--- src/rtl/emperor_axi_lite_regfile.sv ---
// AXI4-Lite slave register bank: NUM_REGS registers, each RW or RO (per RO_MASK),
// byte-strobed writes, single outstanding write and read, SLVERR on illegal access.

module emperor_axi_lite_regfile_slot #(
  parameter int                    DATA_WIDTH = 32,
  parameter logic [DATA_WIDTH-1:0] RESET_VAL  = '0
) (
  input  logic                    aclk,
  input  logic                    arst,
  input  logic                    we_i,
  input  logic [DATA_WIDTH-1:0]   wdata_i,
  input  logic [DATA_WIDTH/8-1:0] wstrb_i,
  output logic [DATA_WIDTH-1:0]   q_o
);
  logic [DATA_WIDTH-1:0] slot_q, slot_d;

  always_comb begin
    slot_d = slot_q;
    for (int b = 0; b < DATA_WIDTH/8; b++)
      if (wstrb_i[b]) slot_d[b*8 +: 8] = wdata_i[b*8 +: 8];
  end

  always_ff @(posedge aclk) begin
    if (arst)      slot_q <= RESET_VAL;
    else if (we_i) slot_q <= slot_d;
  end

  assign q_o = slot_q;
endmodule

module emperor_axi_lite_regfile #(
  parameter int                    ADDR_WIDTH = 32,
  parameter int                    DATA_WIDTH = 32,
  parameter int                    NUM_REGS   = 16,
  parameter logic [NUM_REGS-1:0]   RO_MASK    = '0,
  parameter logic [DATA_WIDTH-1:0] RESET_VAL  = '0
) (
  input  logic                           aclk,
  input  logic                           arst,
  input  logic [ADDR_WIDTH-1:0]          S_AXI_awaddr,
  input  logic [2:0]                     S_AXI_awprot,
  input  logic                           S_AXI_awvalid,
  output logic                           S_AXI_awready,
  input  logic [DATA_WIDTH-1:0]          S_AXI_wdata,
  input  logic [DATA_WIDTH/8-1:0]        S_AXI_wstrb,
  input  logic                           S_AXI_wvalid,
  output logic                           S_AXI_wready,
  output logic [1:0]                     S_AXI_bresp,
  output logic                           S_AXI_bvalid,
  input  logic                           S_AXI_bready,
  input  logic [ADDR_WIDTH-1:0]          S_AXI_araddr,
  input  logic [2:0]                     S_AXI_arprot,
  input  logic                           S_AXI_arvalid,
  output logic                           S_AXI_arready,
  output logic [DATA_WIDTH-1:0]          S_AXI_rdata,
  output logic [1:0]                     S_AXI_rresp,
  output logic                           S_AXI_rvalid,
  input  logic                           S_AXI_rready,
  output logic [NUM_REGS*DATA_WIDTH-1:0] reg_q,
  input  logic [NUM_REGS*DATA_WIDTH-1:0] hw_rdata,
  output logic [NUM_REGS-1:0]            wr_pulse
);
  localparam int         BW          = DATA_WIDTH / 8;
  localparam int         ADDR_LSB    = $clog2(BW);
  localparam logic [1:0] RESP_OKAY   = 2'b00;
  localparam logic [1:0] RESP_SLVERR = 2'b10;

  logic                  aw_held_q, w_held_q;
  logic [ADDR_WIDTH-1:0] awaddr_q;
  logic [DATA_WIDTH-1:0] wdata_q;
  logic [BW-1:0]         wstrb_q;
  logic                  bvalid_q;
  logic [1:0]            bresp_q;
  logic [NUM_REGS-1:0]   wr_pulse_q;
  logic                  rvalid_q;
  logic [1:0]            rresp_q;
  logic [DATA_WIDTH-1:0] rdata_q;

  logic                  aw_hs, w_hs, ar_hs, commit, w_ok, r_ok;
  logic [ADDR_WIDTH-1:0] waddr_eff, widx, ridx;
  logic [DATA_WIDTH-1:0] wdata_eff, rd_val;
  logic [BW-1:0]         wstrb_eff;
  logic [NUM_REGS-1:0]   wsel, rsel, wr_en;
  logic                  unused_ok;

  // Readies depend only on state and reset, never on an incoming valid.
  assign S_AXI_awready = !arst && !aw_held_q && !bvalid_q;
  assign S_AXI_wready  = !arst && !w_held_q  && !bvalid_q;
  assign S_AXI_arready = !arst && !rvalid_q;

  assign aw_hs = S_AXI_awvalid && S_AXI_awready;
  assign w_hs  = S_AXI_wvalid  && S_AXI_wready;
  assign ar_hs = S_AXI_arvalid && S_AXI_arready;

  // Commit on the edge where the second of AW/W lands (or both together).
  assign commit    = (aw_held_q || aw_hs) && (w_held_q || w_hs);
  assign waddr_eff = aw_held_q ? awaddr_q : S_AXI_awaddr;
  assign wdata_eff = w_held_q  ? wdata_q  : S_AXI_wdata;
  assign wstrb_eff = w_held_q  ? wstrb_q  : S_AXI_wstrb;

  assign widx = waddr_eff    >> ADDR_LSB;
  assign ridx = S_AXI_araddr >> ADDR_LSB;

  // Out-of-range indices match no slot, so an empty select means SLVERR.
  always_comb begin
    wsel   = '0;
    rsel   = '0;
    rd_val = '0;
    for (int i = 0; i < NUM_REGS; i++) begin
      wsel[i] = (widx == ADDR_WIDTH'(i));
      rsel[i] = (ridx == ADDR_WIDTH'(i));
      if (rsel[i])
        rd_val = RO_MASK[i] ? hw_rdata[i*DATA_WIDTH +: DATA_WIDTH]
                            : reg_q[i*DATA_WIDTH +: DATA_WIDTH];
    end
  end

  assign w_ok  = |(wsel & ~RO_MASK);
  assign r_ok  = |rsel;
  assign wr_en = commit ? (wsel & ~RO_MASK) : '0;

  always_ff @(posedge aclk) begin
    if (arst) begin
      aw_held_q  <= 1'b0;
      w_held_q   <= 1'b0;
      awaddr_q   <= '0;
      wdata_q    <= '0;
      wstrb_q    <= '0;
      bvalid_q   <= 1'b0;
      bresp_q    <= RESP_OKAY;
      wr_pulse_q <= '0;
      rvalid_q   <= 1'b0;
      rresp_q    <= RESP_OKAY;
      rdata_q    <= '0;
    end else begin
      wr_pulse_q <= wr_en;
      if (bvalid_q && S_AXI_bready) bvalid_q <= 1'b0;
      if (commit) begin
        aw_held_q <= 1'b0;
        w_held_q  <= 1'b0;
        bvalid_q  <= 1'b1;
        bresp_q   <= w_ok ? RESP_OKAY : RESP_SLVERR;
      end else begin
        if (aw_hs) begin
          aw_held_q <= 1'b1;
          awaddr_q  <= S_AXI_awaddr;
        end
        if (w_hs) begin
          w_held_q <= 1'b1;
          wdata_q  <= S_AXI_wdata;
          wstrb_q  <= S_AXI_wstrb;
        end
      end
      // Read sees register state before any same-edge write commit.
      if (ar_hs) begin
        rvalid_q <= 1'b1;
        rdata_q  <= r_ok ? rd_val : '0;
        rresp_q  <= r_ok ? RESP_OKAY : RESP_SLVERR;
      end else if (rvalid_q && S_AXI_rready) begin
        rvalid_q <= 1'b0;
      end
    end
  end

  for (genvar g = 0; g < NUM_REGS; g++) begin : g_reg
    if (RO_MASK[g]) begin : g_ro
      assign reg_q[g*DATA_WIDTH +: DATA_WIDTH] = '0;
    end else begin : g_rw
      emperor_axi_lite_regfile_slot #(
        .DATA_WIDTH(DATA_WIDTH),
        .RESET_VAL (RESET_VAL)
      ) u_slot (
        .aclk   (aclk),
        .arst   (arst),
        .we_i   (wr_en[g]),
        .wdata_i(wdata_eff),
        .wstrb_i(wstrb_eff),
        .q_o    (reg_q[g*DATA_WIDTH +: DATA_WIDTH])
      );
    end
  end

  assign S_AXI_bvalid = bvalid_q;
  assign S_AXI_bresp  = bresp_q;
  assign S_AXI_rvalid = rvalid_q;
  assign S_AXI_rresp  = rresp_q;
  assign S_AXI_rdata  = rdata_q;
  assign wr_pulse     = wr_pulse_q;

  assign unused_ok = ^{S_AXI_awprot, S_AXI_arprot};
endmodule

--- config.mk ---
export PLATFORM = sky130hd
export DESIGN_NAME = emperor_axi_lite_regfile
export DESIGN_NICKNAME = d
export VERILOG_FILES = /design/src/rtl/emperor_axi_lite_regfile.sv
export SDC_FILE = /design/constraint.sdc
export NUM_CORES = 1
export LEC_CHECK = 0
export CAP_MARGIN = 20
export CORE_AREA = 2 2 468 470
export DETAILED_ROUTE_END_ITERATION = 7
export DIE_AREA = 0 0 470 472
export SETUP_SLACK_MARGIN = 0.5
export SYNTH_ARGS = -nofsm -noshare
export SYNTH_HDL_FRONTEND = slang
export SYNTH_SLANG_ARGS = --single-unit
--- constraint.sdc ---
create_clock -name aclk -period 5.7 [get_ports aclk]
set_input_delay 1.14 -clock aclk [delete_from_list [all_inputs] [get_ports aclk]]
set_output_delay 1.14 -clock aclk [all_outputs]
set_load 0.005 [all_outputs]
; ---- Yosys cells after proc, flatten, opt, wreduce, memory -nomap -nowiden
; Index checks and enable logic that the tools add are counted.
[word_totals]
in_bits = 625
latch_bits = 0
mem_bits_rw = 0
rom_bits = 0
n_memories = 0
out_inout_bits = 569
wordCells = 224
regBits = 636
[op_classes]
n_addsub = 0
n_reduce_logical = 91
n_eq_ne = 30
n_bitwise = 1
magnitude_cmp = 0
n_mul = 0
div = 0
shifts = 0
n_mux = 27
[ops]
columns = operator, count
row1 = 32-bit 2-to-1 mux, 19
row2 = "30-bit by 4-bit equality test with 1-bit output, second input constant", 16
row3 = "30-bit by 3-bit equality test with 1-bit output, second input constant", 8
row4 = 2-bit AND reduction, 66
row5 = "30-bit by 2-bit equality test with 1-bit output, second input constant", 4
row6 = 32-bit logical NOT, 2
row7 = "30-bit by 1-bit equality test with 1-bit output, second input constant", 2
row8 = 16-bit OR reduction, 2
row9 = 16-bit 2-to-1 mux, 1
row10 = 1-bit logical AND, 11
row11 = 1-bit logical NOT, 5
row12 = 1-bit 2-to-1 mux, 4
row13 = 2-bit 2-to-1 mux, 2
row14 = 4-bit 2-to-1 mux, 1
row15 = 2-bit nonzero test, 2
row16 = 1-bit logical OR, 2
row17 = 2-bit OR reduction, 1
row18 = 1-bit inverter, 1

; ---- Longest topological paths before layout
; Gate-level depths: netlist of run 1.
[logic_depth]
depth_word = 18
mapped_depth = 10
depth_no_buf = 7

; ---- Modules after synthesis
; From an unflattened synthesis of run 1, not the netlist that was laid out.
[hier_totals]
cells_unflattened = 3685
area_unflattened_um2 = 33313.2
[modules_own_cells]
columns = mod, seq_area_each_um2, cells_per_inst, area_each_um2, instances
row1 = emperor_axi_lite_regfile_slot, 640.6, 146, 1463.9, 16
row2 = emperor_axi_lite_regfile, 2402.3, 1349, 9890.7, 1

; ---- Worst setup path after synthesis of run 1
; No wires, ideal clock.
[synth_timing]
path_type = input to output
from = input port arst
to = output port S_AXI_awready
path_stages = 6
required_time_ns = 4.560
arrival_time_ns = 2.383
n_path_buf = 5
path_slack_ns = 2.177
cell_sequence = clkbuf_1 -> clkbuf_1 -> clkbuf_8 -> clkbuf_1 -> clkbuf_1 -> nor3_1
[synth_between]
elab_chain_cells = 3
[synth_lines]
columns = element, line_no
row1 = start: declaration, 39  ; input logic arst,
row2 = 1-bit logical NOT, 87  ; assign S_AXI_awready = !arst && !aw_held_q && !bvalid_q;
row3 = 1-bit logical AND (2 in a row), 87
row4 = end: declaration, 43  ; output logic S_AXI_awready,
; No other way between the ends.

; ---- Final worst setup path of run 1
[layout_timing]
from = register aw_held_q
to = register g_reg[8].g_rw.u_slot.slot_q[29]
[layout_between]
elab_chain_cells = 8
elab_cells_between_ends = 10
classes_between = eq/ne (1) / mux (2) / reduce/logical (7)
[layout_lines]
columns = element, line_no
row1 = start: declaration, 68  ; logic aw_held_q, w_held_q;
row2 = start signal: assignment, 124  ; aw_held_q <= 1'b0;
row3 = start signal: assignment, 139  ; aw_held_q <= 1'b0;
row4 = start signal: assignment, 145  ; aw_held_q <= 1'b1;
row5 = "parallel branches: the longest is 6 deep, another holds 32-bit 2-to-1 mux", n/a
row6 = 16-bit 2-to-1 mux *, 120  ; assign wr_en = commit ? (wsel & ~RO_MASK) : '0;
row7 = 2-bit AND reduction (no source line) *, n/a
row8 = end signal: assignment, 25  ; else if (we_i) slot_q <= slot_d;
row9 = end: declaration, 15  ; logic [DATA_WIDTH-1:0] slot_q, slot_d;
; Mark *: on every way between the ends.
; A chain may end at the register's enable or synchronous reset.

==> impl_metrics.json, run 1 <==
{
  "die_y_um": 472,
  "crit_type": "reg2reg",
  "multi_input_area_mm2": 0.0162,
  "hold_violations": 0,
  "cpLargestDelayFamily": "simple AND/OR/NAND/NOR gates",
  "ctsResizeCount": 0,
  "die_area_mm2": 0.222,
  "post_cts_buffers": 0,
  "place_hpwl_um": 170000,
  "grtUsageTotal": 0.183,
  "clkTransAtPathRegs_ns": 0.07,
  "numPortBuffers": 669,
  "drc": 0,
  "ir_drop_v": 0.000209,
  "status": "complete, no violations",
  "synth-simple-area-share": 0.220,
  "synth_edf_count": 0,
  "vias": 28499,
  "ys_seq_area_frac": 0.422,
  "crit_chain": "nor4b_1 > nand4_1 > a221o_1 > nor3_2 > nand2_2 > nor2_4 > mux2i_1",
  "drive_gt1_frac": 0.137,
  "cp-end-kind": "flop",
  "fin_skew_ns": 0.0402,
  "synthArstFlopShare": 0,
  "swShare": 0.265,
  "ys_warn_count": 0,
  "fin_tns_setup_ns": 0,
  "cts_buffers": 74,
  "critPathLaunch": "aw_held_q$_SDFFE_PP0P_",
  "fillers": 23758,
  "cts_max_level": 3,
  "rsz0062_at_grt": "false",
  "io_pins": 1194,
  "cts_hold_buf": 0,
  "gp_congestion": 0.901,
  "clock-root-buffer": "clkbuf_16",
  "first_pass_iters": 6,
  "clock_power_share": 0.504,
  "reg2reg_from": "aw_held_q$_SDFFE_PP0P_",
  "critPathSlowestCell": "dfxtp_1",
  "p_comb_frac": 0.072,
  "syn_inst": 3130,
  "grt_overflow": 0,
  "slew_headroom": 0.309,
  "drv_cap": 0,
  "dr.first_iter.drc_count": 3306,
  "synth.area.mux_share": 0.212,
  "tritoncts": "yes",
  "period_share": 0.762,
  "cp.arrival_ns": 4.98,
  "synth_top_family_by_area": "simple AND/OR/NAND/NOR gates",
  "antenna_found_initial": 24,
  "area_growth_syn_to_layout_pct": 45.4,
  "powerDensity_mw_per_mm2": 241,
  "seqCellArea_mm2": 0.0127,
  "max_freq_mhz": 230,
  "min_path_type": "reg2reg",
  "clock_latency_ns": 0.71,
  "grt_start_max_net_pins": 131,
  "synth-seq-cells": 632,
  "layout_setup_ws_ns": 1.36,
  "nets": 4443,
  "cts.sinks": 632,
  "cp.required_ns": 6.34,
  "p_sw_mw": 2.78,
  "finalCriticalPeriod_ns": 4.34,
  "synth-adder-area-share": 0,
  "ant_nets": 0,
  "synth_ff_type": "dfxtp_1",
  "wl_um": 211000,
  "slew_violations": 0,
  "setup_violations": 0,
  "cp_slowest_stage_delay_ns": 0.85,
  "grt_pass1_vias": 27187,
  "grt_pass1_wl_um": 272000,
  "clock_path_buffers": 3,
  "synth_cell_types": 81,
  "pwr-share-seq": 0.424,
  "viasPerCell": 4.22,
  "core_area_mm2": 0.217,
  "crit_fanout": 24,
  "path_buf_inv": 0,
  "start_kind": "flop",
  "holdCritStartpoint": "awaddr_q[27]$_SDFFE_PP0P_",
  "p_int_mw": 7.71,
  "synth_xor_area_frac": 0,
  "place_ws_ns": 0.783,
  "start_util": 0.138,
  "p_leak_nw": 13.5,
  "syn_area_mm2": 0.0300,
  "synth_compound_area_frac": 0.107,
  "worst_slew_pin_slew_ns": 1.04,
  "die_w_um": 470,
  "fp-row-count": 171,
  "wl_per_cell_um": 31.2,
  "synth_area_per_cell_um2": 9.57
}
-- sequential cells by signal, summed over array words and instances, names as in the netlist --
name and count:
S_AXI_bvalid 1, S_AXI_rdata 32, S_AXI_bresp 1, S_AXI_rvalid 1
g.g_rw.u_slot.q_o 512, wstrb_q 4, wdata_q 32, wr_pulse 16
w_held_q 1, awaddr_q 30, aw_held_q 1, S_AXI_rresp 1
-- Yosys cell counts (7+ instances only) --
library cell / instances / share of area
nor4_1: 17 / 0.0035
o22ai_1: 53 / 0.011
nand2b_1: 522 / 0.11
nor2b_1: 10 / 0.0021
nor2_1: 103 / 0.013
mux4_2: 7 / 0.0053
nor3_1: 30 / 0.0050
nand2_2: 11 / 0.0023
buf_2: 35 / 0.0058
nor2_4: 60 / 0.023
a22oi_1: 45 / 0.011
clkbuf_1: 197 / 0.025
o221ai_1: 15 / 0.0044
a221oi_1: 14 / 0.0041
nor4_2: 9 / 0.0038
a211oi_1: 22 / 0.0055
mux2_2: 40 / 0.015
a21oi_1: 151 / 0.025
a31oi_1: 9 / 0.0019
a22o_1: 8 / 0.0023
clkbuf_8: 7 / 0.0032
dfxtp_1: 632 / 0.42
or2_2: 35 / 0.0073
o22a_1: 13 / 0.0038
nand2_1: 216 / 0.027
nand3_1: 26 / 0.0043
mux2i_1: 568 / 0.19
o21ai_0: 108 / 0.018
nand4_1: 14 / 0.0029
o21ai_1: 10 / 0.0017
inv_1: 15 / 0.0019
-- cells in the final DEF, fill, tap and decap left out, types with 8 or more instances in the layout --
cell type	n
nor3_1	29
nor2b_1	9
nand3_1	26
o21ai_0	108
o22ai_1	53
or2_2	35
nor2_4	60
buf_12	12
clkbuf_8	22
nor2_1	100
a31oi_1	9
clkinv_2	10
buf_4	181
nand2b_1	520
nand2_1	216
mux2_2	40
dfxtp_1	631
a22o_1	8
diode_2	17
o221ai_1	15
o21ai_1	10
nor4_1	17
nor4_4	9
clkdlybuf4s50_1	666
clkbuf_16	76
o22a_1	13
nand4_1	14
inv_1	15
a221oi_1	14
a22oi_1	45
mux2i_1	568
nand2_2	11
a211oi_1	20
a21oi_1	150
-- power groups by stage --
stage          clock (mW)  combinational, mW  sequential, mW
5_1_grt              5.57              0.790            4.45
6_report             5.29              0.761            4.45
3_3_place_gp            0              0.742            4.55
2_1_floorplan           0              0.385            4.54
4_1_cts              5.39              0.749            4.45
3_5_place_dp            0              0.746            4.55
-- cell type report --
cell class / count / area share
multi-input cells: 2232 / 0.373
diodes: 17 / 0.000977
flip-flops and latches: 632 / 0.290
inverters: 15 / 0.00129
well taps: 2854 / 0.0820
clock inverters: 31 / 0.00977
repair buffers: 863 / 0.191
clock buffers: 105 / 0.0512
-- worst paths after layout --
path / endpoint / slack [ns] / cells after the start
worst max-delay path: g_reg[8].g_rw.u_slot.q_o[29]$_SDFFE_PP0P_ / 1.36 / 7
worst min-delay path: awaddr_q[27]$_SDFFE_PP0P_ / 0.46 / 2
worst max register to register: g_reg[8].g_rw.u_slot.q_o[29]$_SDFFE_PP0P_ / 1.36 / 7
worst min register to register: awaddr_q[27]$_SDFFE_PP0P_ / 0.46 / 2
-- logic make-up (layout without fill, tap and decap cells) --
| group | after synthesis | in the layout |
|---|---|---|
| buffers and inverters | 267 | 1014 |
| AOI/OAI and AO/OA | 504 | 504 |
| other | 1 | 19 |
| DFF | 632 | 632 |
| muxes | 619 | 619 |
| and+or+nand+nor | 1107 | 1107 |
-- per-stage QoR --
step                hold WS [ns]   util  cells  total power, mW  cell area, um^2
floorplan                  0.436      -   3131             4.93            30000
global placement           0.445  0.188   6593             5.29            40800
detailed placement         0.447  0.188   6593             5.30            40800
CTS                        0.456  0.201   6729             10.6            43500
global route               0.466  0.201   6734             10.8            43500
finish                     0.456  0.201   6749             10.5            43600
-- metal layers --
layer,GRT usage,up-vias,share of wire,wire length [um]
met5,0,-,0.00013,27
met4,0.0752,4,0.048,10200
met3,0.0620,247,0.10,21000
met2,0.261,1571,0.41,85300
met1,0.248,14292,0.45,94000
li1,-,12385,-,-
-- worst register-to-register path: cells and delay by family (launching register included) --
family          cells  cell delay [ns]
flops               1             0.85
compound gates      1             0.51
mux                 1             0.30
simple gates        5             2.62
Power figures use the tool's default switching activity.
==> run 2, diff against run 1 <==
Settings changed: CORE_AREA 2 2 468 470 to 2 2 461 463, DIE_AREA 0 0 470 472 to 0 0 463 465.
Clock period 5.7 ns to 4.3 ns, I/O delays scaled along.
==> impl_metrics.json, run 2 (same netlist as run 1, synthesis figures left out) <==
{
  "largest_reg_flops": 512,
  "place_hpwl_um": 169000,
  "final_cells": 6813,
  "clock_path_buffers": 3,
  "status": "complete, no violations",
  "area_growth_syn_to_layout_pct": 49.7,
  "final_core_util": 0.213,
  "fin_skew_ns": 0.0373,
  "drive_gt1_frac": 0.155,
  "post_cts_buffers": 0,
  "cp-end-kind": "flop",
  "path_buf_inv": 4,
  "final_cell_area_mm2": 0.0448,
  "crit_type": "in2reg",
  "worst_slew_pin_slew_ns": 1.05,
  "clock-root-buffer": "clkbuf_16",
  "clock_power_share": 0.498,
  "grt_pass1_wl_um": 271000,
  "p_comb_frac": 0.074,
  "powerDensity_mw_per_mm2": 307,
  "max_freq_mhz": 271,
  "pwr-share-seq": 0.428,
  "numPortBuffers": 669,
  "place_ws_ns": 0.00590,
  "rsz0062_at_grt": "false",
  "viasPerCell": 4.25,
  "place_inst": 6659,
  "die_area_mm2": 0.215,
  "wl_per_cell_um": 30.6,
  "die_y_um": 465,
  "p_total_mw": 13.8,
  "clock_latency_ns": 0.71,
  "dr.first_iter.drc_count": 3272,
  "die_w_um": 463,
  "cp.required_ns": 4.87,
  "slew_violations": 0,
  "cts_buffers": 75,
  "start_util": 0.142,
  "first_pass_iters": 6,
  "io_pins": 1194,
  "slew_headroom": 0.288,
  "period_share": 0.858,
  "start_kind": "input pin",
  "fin_tns_setup_ns": 0,
  "rr_worst_depth": 9,
  "p_leak_nw": 14.2,
  "fp-row-count": 169,
  "cp.depth": 11,
  "placed_area_mm2": 0.0422,
  "ant_nets": 0,
  "antenna_found_initial": 29,
  "crit_chain": "clkdlybuf4s50_1 > nor2b_1 > nand3_1 > a211oi_1 > buf_4 > or2_1 > buf_4 > a211oi_1 > o22a_1 > buf_12 > o21ai_0",
  "core_area_mm2": 0.211,
  "hold_violations": 0,
  "drc": 0,
  "finalCriticalPeriod_ns": 3.69,
  "tritoncts": "yes",
  "wl_um": 208000,
  "clkTransAtPathRegs_ns": 0.06,
  "grt_start_max_net_pins": 196,
  "p_sw_mw": 3.61,
  "min_path_type": "reg2reg",
  "grtUsageTotal": 0.186,
  "crit_fanout": 8,
  "cpLargestDelayFamily": "buffers and inverters",
  "grt_pass1_vias": 27339,
  "p_int_mw": 10.2,
  "holdPathStages": 2,
  "fin_hold_ws_ns": 0.454,
  "vias": 28941,
  "nets": 4544,
  "final_cell_mix": "666 x clkdlybuf4s50_1, 631 x dfxtp_1, 568 x mux2i_1, 521 x nand2b_1, 228 x buf_4",
  "cts_max_level": 3,
  "cp.arrival_ns": 4.26,
  "drv_cap": 0,
  "cp_slowest_stage_delay_ns": 0.80,
  "critPathSlowestCell": "clkdlybuf4s50_1",
  "ir_drop_v": 0.000281,
  "swShare": 0.262,
  "cts_hold_buf": 0,
  "final_common_cell": "clkdlybuf4s50_1",
  "layout_setup_ws_ns": 0.613,
  "gp_congestion": 0.911,
  "setup_violations": 0,
  "cts.sinks": 632,
  "grt_overflow": 0,
  "ctsResizeCount": 0
}
## run 2: path summary, 6_finish.rpt
| check | startpoint | slack [ns] | end |
|---|---|---|---|
| setup / recovery | S_AXI_araddr[4] | 0.61 | S_AXI_rdata[0]$_SDFFE_PP0P_ |
| hold / removal | wdata_q[11]$_SDFFE_PP0P_ | 0.45 | wdata_q[11]$_SDFFE_PP0P_ |
| setup reg to reg | aw_held_q$_SDFFE_PP0P_ | 1.39 | g_reg[7].g_rw.u_slot.q_o[13]$_SDFFE_PP0P_ |
| hold reg to reg | wdata_q[11]$_SDFFE_PP0P_ | 0.45 | wdata_q[11]$_SDFFE_PP0P_ |
## run 2: layer usage
| metal | up-vias | GRT usage | share of wire |
|---|---|---|---|
| met5 | - | 0 | 0.00014 |
| met4 | 4 | 0.0733 | 0.045 |
| met3 | 228 | 0.0651 | 0.098 |
| met2 | 1566 | 0.269 | 0.41 |
| met1 | 14548 | 0.250 | 0.45 |
| li1 | 12595 | - | - |
## run 2: power by group through the flow
stage                     sequential [mW]  clock, mW  combinational (mW)
after global placement               6.02          0               0.996
after detailed placement             6.02          0               0.999
after CTS                            5.89       6.97                1.00
final                                5.89       6.86                1.03
after global routing                 5.89       7.18                1.06
after floorplan                      6.02          0               0.510
## run 2: area by class of cell
class / count / area (um^2)
Clock inverter: 28 / 394
Sequential cell: 632 / 12700
Tap cell: 2821 / 3530
Clock buffer: 104 / 2160
Fill cell: 22956 / 166000
Timing Repair Buffer: 963 / 9760
Multi-Input combinational cell: 2232 / 16200
Inverter: 15 / 56.3
Antenna cell: 18 / 45.0
## run 2: worst register-to-register path: cells and delay by family (launching register included)
| family | cells | cell delay (ns) |
|---|---|---|
| and+or+nand+nor | 5 | 1.36 |
| AOI/OAI and AO/OA | 1 | 0.45 |
| buffers and inverters | 2 | 0.45 |
| DFF | 1 | 0.31 |
| muxes | 1 | 0.25 |
